**config.mk**
```make
export PLATFORM = sky130hd
export DESIGN_NAME = max_stream_sequencer_flat
export DESIGN_NICKNAME = d
export VERILOG_FILES = /design/src/rtl/max_stream_sequencer_if.sv /design/src/rtl/max_stream_sequencer.sv /design/src/flat_wrapper.sv
export SDC_FILE = /design/constraint.sdc
export NUM_CORES = 1
export LEC_CHECK = 0
export CELL_PAD_IN_SITES_DETAIL_PLACEMENT = 2
export CELL_PAD_IN_SITES_GLOBAL_PLACEMENT = 2
export CORE_MARGIN = 2
export CORE_UTILIZATION = 35
export DETAILED_ROUTE_END_ITERATION = 8
export GPL_TIMING_DRIVEN = 0
export PLACE_DENSITY = 0.89
export SYNTH_ARGS = -nofsm -noshare
export SYNTH_HDL_FRONTEND = slang
export SYNTH_SLANG_ARGS = --single-unit
```
**constraint.sdc**
```tcl
create_clock -name clk -period 4.55 [get_ports clk]
set_input_delay 0.91 -clock clk [delete_from_list [all_inputs] [get_ports clk]]
set_output_delay 0.91 -clock clk [all_outputs]
set_load 0.1 [all_outputs]
```
**src/rtl/max_stream_sequencer_if.sv**
```systemverilog
// Stream bundle for max_stream_sequencer: word input, frame-result output, flush and busy.
// master is the environment side, slave is the sequencer.
interface max_stream_sequencer_if #(
    parameter int unsigned N = 8,
    parameter int unsigned M = 4
);
    localparam int unsigned IW = $clog2(M);

    logic          flush;
    logic          in_valid;
    logic          in_ready;
    logic [N-1:0]  in_data;
    logic          out_valid;
    logic          out_ready;
    logic [N-1:0]  out_max;
    logic [IW-1:0] out_index;
    logic          busy;

    modport master (
        output flush, in_valid, in_data, out_ready,
        input  in_ready, out_valid, out_max, out_index, busy
    );

    modport slave (
        input  flush, in_valid, in_data, out_ready,
        output in_ready, out_valid, out_max, out_index, busy
    );
endinterface

```
**src/rtl/max_stream_sequencer.sv**
```systemverilog
// Finds the largest of M serial unsigned words per frame using one shared two-input
// comparator, and reports the first beat position holding that maximum.
module max_stream_sequencer #(
    parameter int unsigned N = 8,
    parameter int unsigned M = 4
) (
    input logic                    clk,
    input logic                    rst_n,
    max_stream_sequencer_if.slave  bus
);
    localparam int unsigned IW = $clog2(M);
    localparam int unsigned CW = $clog2(M) + 1;

    localparam logic [1:0] StIdle  = 2'd0;
    localparam logic [1:0] StAccum = 2'd1;
    localparam logic [1:0] StDone  = 2'd2;

    logic [1:0]    state_q, state_d;
    logic [N-1:0]  max_q, max_d;
    logic [IW-1:0] idx_q, idx_d;
    logic [CW-1:0] cnt_q, cnt_d;
    logic [N-1:0]  res_max_q, res_max_d;
    logic [IW-1:0] res_idx_q, res_idx_d;

    logic in_ready;
    logic accept;
    logic larger;

    // Unsigned magnitude compare decided at the most significant differing bit.
    function automatic logic is_larger(input logic [N-1:0] a, input logic [N-1:0] b);
        logic decided;
        logic res;
        decided = 1'b0;
        res     = 1'b0;
        for (int i = N - 1; i >= 0; i--) begin
            if (!decided && (a[i] != b[i])) begin
                decided = 1'b1;
                res     = a[i];
            end
        end
        return res;
    endfunction

    assign in_ready = (state_q != StDone) && !bus.flush;
    assign accept   = bus.in_valid && in_ready;
    assign larger   = is_larger(bus.in_data, max_q);

    always_comb begin
        state_d   = state_q;
        max_d     = max_q;
        idx_d     = idx_q;
        cnt_d     = cnt_q;
        res_max_d = res_max_q;
        res_idx_d = res_idx_q;
        unique case (state_q)
            StIdle: begin
                if (bus.flush) begin
                    cnt_d = '0;
                end else if (accept) begin
                    max_d   = bus.in_data;
                    idx_d   = '0;
                    cnt_d   = CW'(1);
                    state_d = StAccum;
                end
            end
            StAccum: begin
                if (bus.flush) begin
                    cnt_d   = '0;
                    state_d = StIdle;
                end else if (accept) begin
                    // Strict compare keeps the earliest index on ties.
                    if (larger) begin
                        max_d = bus.in_data;
                        idx_d = cnt_q[IW-1:0];
                    end
                    if (cnt_q == CW'(M - 1)) begin
                        res_max_d = larger ? bus.in_data : max_q;
                        res_idx_d = larger ? cnt_q[IW-1:0] : idx_q;
                        cnt_d     = '0;
                        state_d   = StDone;
                    end else begin
                        cnt_d = cnt_q + CW'(1);
                    end
                end
            end
            StDone: begin
                // flush is ignored here so a finished result is never dropped.
                if (bus.out_ready) begin
                    state_d = StIdle;
                end
            end
            default: begin
                state_d = StIdle;
            end
        endcase
    end

    always_ff @(posedge clk or negedge rst_n) begin
        if (!rst_n) begin
            state_q   <= StIdle;
            max_q     <= '0;
            idx_q     <= '0;
            cnt_q     <= '0;
            res_max_q <= '0;
            res_idx_q <= '0;
        end else begin
            state_q   <= state_d;
            max_q     <= max_d;
            idx_q     <= idx_d;
            cnt_q     <= cnt_d;
            res_max_q <= res_max_d;
            res_idx_q <= res_idx_d;
        end
    end

    assign bus.in_ready  = in_ready;
    assign bus.out_valid = (state_q == StDone);
    assign bus.busy      = (state_q == StAccum);
    assign bus.out_max   = res_max_q;
    assign bus.out_index = res_idx_q;

endmodule

```
**src/flat_wrapper.sv**
```systemverilog
// flat-port wrapper written by rule: the top's interface ports become plain ports
module max_stream_sequencer_flat 
#(
    parameter int unsigned N = 8,
    parameter int unsigned M = 4
)
  (clk, rst_n, bus_flush, bus_in_valid, bus_in_data, bus_out_ready, bus_in_ready, bus_out_valid, bus_out_max, bus_out_index, bus_busy);
  max_stream_sequencer_if #(.N(N), .M(M)) bus_i ();
  input logic clk;
  input logic rst_n;
  input wire logic [$bits(bus_i.flush)-1:0] bus_flush;
  input wire logic [$bits(bus_i.in_valid)-1:0] bus_in_valid;
  input wire logic [$bits(bus_i.in_data)-1:0] bus_in_data;
  input wire logic [$bits(bus_i.out_ready)-1:0] bus_out_ready;
  output wire logic [$bits(bus_i.in_ready)-1:0] bus_in_ready;
  output wire logic [$bits(bus_i.out_valid)-1:0] bus_out_valid;
  output wire logic [$bits(bus_i.out_max)-1:0] bus_out_max;
  output wire logic [$bits(bus_i.out_index)-1:0] bus_out_index;
  output wire logic [$bits(bus_i.busy)-1:0] bus_busy;
  assign bus_i.flush = bus_flush;
  assign bus_i.in_valid = bus_in_valid;
  assign bus_i.in_data = bus_in_data;
  assign bus_i.out_ready = bus_out_ready;
  assign bus_in_ready = bus_i.in_ready;
  assign bus_out_valid = bus_i.out_valid;
  assign bus_out_max = bus_i.out_max;
  assign bus_out_index = bus_i.out_index;
  assign bus_busy = bus_i.busy;
  max_stream_sequencer #(.N(N), .M(M)) u_core (.clk(clk), .rst_n(rst_n), .bus(bus_i));
endmodule
```
# [Word level (Yosys, flattened, before mapping)]
# Index checks and enable logic that the tools add are counted.
# W data, S select, Z words.
[totals] regBits=25 in_bits=13 output_inout_bits=13 wordCells=91
[op_classes] addsub=1 n_eq_ne=20 n_mux=40 n_bitwise=1 reduce_logical=23
[op_table] operator="$mux W8" count=5
[op_table] operator="$mux W2" count=11
[op_table] operator="$pmux W8 S2" count=1
[op_table] operator="$mux W1" count=15
[op_table] operator="$mux W3" count=5
[op_table] operator="$reduce_and A5 Y1" count=2
[op_table] operator="$logic_and A1 B1 Y1" count=9
[op_table] operator="$ne A3 B2 Y1 const B" count=3
[op_table] operator="$logic_not A1 Y1" count=8
[op_table] operator="$ne A1 B1 Y1" count=8
[op_table] operator="$ne A2 B2 Y1 const B" count=4
[op_table] operator="$pmux W2 S3" count=1
[op_table] operator="$pmux W3 S2" count=1
[op_table] operator="$ne A2 B1 Y1 const B" count=2
[op_table] operator="$pmux W2 S2" count=1
[op_table] operator="$reduce_and A4 Y1" count=1
[op_table] operator="$add A3 B1 Y3 const B" count=1
[op_table] operator="$eq A3 B2 Y1 const B" count=1
[op_table] operator="$reduce_and A3 Y1" count=1
[op_table] operator="$eq A2 B1 Y1 const B" count=1
[op_table] operator="$eq A2 B2 Y1 const B" count=1
[op_table] operator="$logic_not A2 Y1" count=1
[op_table] operator="$reduce_bool A2 Y1" count=1
[op_table] operator="$not A1 Y1" count=1

# [Longest topological paths before layout]
[logic_depth] depth_word=27 depth_mapped=8 depth_no_buf=7

# [Worst setup path after synthesis]
# Ideal clock, no wire load.
[synth_path] path_kind="register to output" startpoint="reg u_core.state_q[1]" endpoint="out bus_in_ready" arrival_ns=2.960 required_time_ns=3.640 setup_slack_ns=0.680 stages_incl_launch_ff=4 n_path_buf=1 cell_sequence="dfrtp_1 > clkbuf_1 > nor2b_1 > nor2_1"
[synth_between] elab_chain_cells=2
[synth_rtl] item="start: declaration" line_no="max_stream_sequencer.sv:18" source="logic [1:0] state_q, state_d;"
[synth_rtl] item="start signal: assignment" line_no="max_stream_sequencer.sv:100" source="state_q <= StIdle;"
[synth_rtl] item="start signal: assignment" line_no="max_stream_sequencer.sv:107" source="state_q <= state_d;"
[synth_rtl] item="$ne A2 B2 Y1" line_no="max_stream_sequencer.sv:44" source="assign in_ready = (state_q != StDone) && !bus.flush;"
[synth_rtl] item="$logic_and A1 B1 Y1" line_no="max_stream_sequencer.sv:44"
[synth_rtl] item="end: declaration" line_no="flat_wrapper.sv:15" source="output wire logic [$bits(bus_i.in_ready)-1:0] bus_in_ready;"
# Every way passes these cells.

# [Worst setup path in the final report]
[layout_path] startpoint="in bus_flush" endpoint="out bus_in_ready"
[layout_between] elab_chain_cells=2
[layout_rtl] item="start: declaration" line_no="flat_wrapper.sv:11" source="input wire logic [$bits(bus_i.flush)-1:0] bus_flush;"
[layout_rtl] item="$logic_not A1 Y1" line_no="max_stream_sequencer.sv:44"
[layout_rtl] item="$logic_and A1 B1 Y1" line_no="max_stream_sequencer.sv:44"
# Every way passes these cells.

==> impl_metrics.py <==
metrics = {
    "setup_path": {
        "crit_start": "bus_flush",
        "path_cells": "clkdlybuf4s50_1 > nor2_1 > clkdlybuf4s50_1",
        "r2r_start": "u_core.max_q[7]$_DFFE_PN0P_",
        "cp_max_fo": 6,
        "critPathTopFamily": "buffers and inverters",
        "worstPathArrival_ns": 2.73,
        "slowest_delay_ns": 1.14,
        "critPathKind": "input port to output pin",
        "crit_path_end_kind": "output pin",
        "cp_slowest_cell": "clkdlybuf4s50_1",
        "worstPathRequired_ns": 3.64,
        "crit_buf_inv": 2,
        "cp_common_cell": "clkdlybuf4s50_1",
        "startpoint_type": "input port",
    },
    "detailed_routing": {
        "vias": 1085,
        "via_per_inst": 5.19,
        "drt_wl_total_um": 3710,
        "wl_per_cell_um": 17.7,
        "routed-wl-met2_um": 2030,
        "routedLengthMet1_um": 1530,
        "route.detailed.drc": 0,
        "dr.pass1.iters": 2,
        "wl_met3_um": 87,
        "drt-initial-drc-count": 43,
        "final_antenna_net_count": 0,
        "top_layer_used": "met4",
    },
    "cells_and_area": {
        "final_cell_mix": "25 x clkdlybuf4s50_1, 25 x dfrtp_1, 14 x nor2_1",
        "num_antenna_cells": 0,
        "drive_above_1_share_pct": 9.32,
        "fin_util_pct": 46.6,
        "final_net_count": 177,
        "synthToLayoutAreaGrowth_pct": 25.8,
    },
    "clock_network": {
        "htree_levels": 1,
        "cts.clk_slew.worst_paths_ns": 0.07,
        "ctsHoldBuffers": 0,
        "cts_buffers": 3,
        "cts_buffer_depth": 2,
        "postCtsResizedCells": 0,
        "clk_latency_ns": 0.26,
        "cts_tree": "built",
        "cts_sinks": 25,
        "cts_root_buffer": "clkbuf_8",
        "cts_setup_buffers": 0,
    },
    "power_and_ir_drop": {
        "p_total_mw": 0.709,
        "p_leak_nw": 0.770,
        "ir_drop_mv": 0.206,
        "clockPowerShare_pct": 17.9,
        "comb_power_share_pct": 41.8,
        "seq_power_share_pct": 40.3,
        "p_switching_mw": 0.265,
        "internal_power_mw": 0.443,
        "power_density_mw_per_mm2": 409,
        "swShare_pct": 37.4,
    },
    "grt": {
        "grtUsageTotal_pct": 19.1,
        "overflow": 0,
        "grt_pass1_wl_um": 6330,
        "grt_pass1_vias": 1300,
        "grt_antenna_before_repair": 0,
        "grt_max_degree": 26,
    },
    "run_status": {
        "outcome": "finished clean",
    },
    "timing": {
        "hold_viol": 0,
        "fmax_mhz": 275,
        "timing.setup.tns_ns": 0,
        "report.final.slew_viol_count": 0,
        "skew_ns": 0.0106,
        "whs_ns": 0.529,
        "fin_crit_sh_pct": 80.0,
        "finalSetupViolCount": 0,
        "rsz0062_at_grt": "false",
        "tightest_slew_ns": 1.11,
        "period_minus_slack_ns": 3.64,
        "slew_headroom_pct": 25.6,
    },
    "synthesis": {
        "ys.flop_type": "dfrtp_1",
        "postSynthCellCount": 132,
        "netlist_top_cells_area": "dfrtp_1 45%, mux2i_1 8.0%, mux2_4 7.6%, a21oi_1 4.7%, nor2_1 3.8%",
        "synth_nets": 147,
        "yosys_warnings": 0,
        "yosysSeqAreaShare_pct": 45.5,
        "async_reset_ff_share_pct": 100,
        "synth_area_sq_mm": 0.00138,
        "ys_ff_latch": 25,
        "synth_area_leader_cell": "dfrtp_1",
        "synth_edf_count": 0,
        "synth_area_per_cell_sq_um": 10.4,
        "yosysTopAreaCellShare_pct": 45.5,
        "yosysUniqueCellTypes": 31,
    },
    "floorplanning": {
        "die_area_sq_mm": 0.00445,
        "core_sq_mm": 0.00372,
        "rows": 22,
        "dieWidth_um": 66.7,
        "initial_core_util_pct": 37.0,
        "die_h_um": 66.7,
        "ios": 26,
    },
    "hold_path": {
        "worst_hold_path_type": "flop to flop",
        "hold_start": "u_core.cnt_q[2]$_DFFE_PN0P_",
    },
    "placement": {
        "dp_hpwl_um": 2860,
        "io_buffer_count": 25,
        "gp_congestion": 0.799,
    },
    "flow_run": {
        "drv_cap": 0,
    },
}
cell type report:
type / count / area, sq um
fill: 404 / 1980
multi-input combinational: 91 / 676
sequential: 25 / 626
timing repair buffer: 25 / 250
tap: 48 / 60.1
clock buffer: 4 / 45.0
buffer: 6 / 37.5
inverter: 10 / 37.5
worst reg2reg max path, delay by kind of cell (launching register included):
kind / cells / cell delay, ns
mux: 1 / 0.31
buf+inv: 2 / 0.20
simple gates: 2 / 0.60
compound gates: 2 / 0.40
flops: 1 / 0.36
fa+ha+maj: 1 / 0.33
metrics by stage:
stage                     setup slack [ns]  std cells  area, sq um
after CTS                            0.907        209         1730
after detailed placement             0.912        205         1690
after global routing                 0.865        209         1730
final                                0.911        209         1730
after floorplan                      0.680        132         1380
after global placement               0.956        205         1690
flip-flops by register name (all words and copies together), names as in the netlist:
register / count
u_core.state_q: 2
u_core.cnt_q: 3
u_core.max_q: 8
u_core.idx_q: 2
u_core.bus.out_max: 8
u_core.bus.out_index: 2
routing by layer:
layer | vias to the layer above | GRT usage [%]
li1 | 513 | -
met1 | 545 | 21.4
met2 | 23 | 37.0
met3 | 4 | 3.21
met4 | 0 | 4.59
met5 | - | 0
path summary, 6_finish.rpt:
kind                                          endpoint  cells past startpoint  slack [ns]
setup reg to reg           u_core.max_q[3]$_DFFE_PN0P_                      8        2.23
max in group asynchronous  u_core.max_q[7]$_DFFE_PN0P_                      1        2.63
min in group asynchronous  u_core.idx_q[1]$_DFFE_PN0P_                      1        1.24
hold reg to reg            u_core.cnt_q[2]$_DFFE_PN0P_                      1        0.53
setup / recovery                          bus_in_ready                      3        0.91
hold / removal             u_core.cnt_q[2]$_DFFE_PN0P_                      1        0.53
power by group through the flow:
stage	logic, mW	registers (mW)	clock network (mW)
finish	0.296	0.285	0.127
global route	0.318	0.290	0.143
CTS	0.301	0.285	0.131
detailed placement	0.297	0.289	0
global placement	0.283	0.285	0
floorplan	0.175	0.330	0
cell usage after synthesis (2+ instances only):
master / count
nand4_1: 3
nand2b_1: 7
nor3_1: 4
nor2_1: 14
nor2b_1: 4
nand3_1: 2
buf_6: 2
mux2_4: 7
ha_1: 2
inv_1: 10
xnor2_1: 3
a21oi_1: 13
clkbuf_1: 4
dfrtp_1: 25
o21a_1: 2
mux2i_1: 11
o21ai_0: 2
maj3_1: 2
nand2_1: 3
logic make-up after synthesis:
kind of cell	count (synthesis)	synth area share [%]
flip-flops	25	45.5
AND/OR/NAND/NOR	38	13.6
adder cells (fa/ha/maj)	5	4.09
buffers and inverters	16	5.45
XOR/XNOR	4	2.55
AO/OA/AOI/OAI	25	12.2
multiplexers	19	16.6
(Power assumes the default switching activity.)
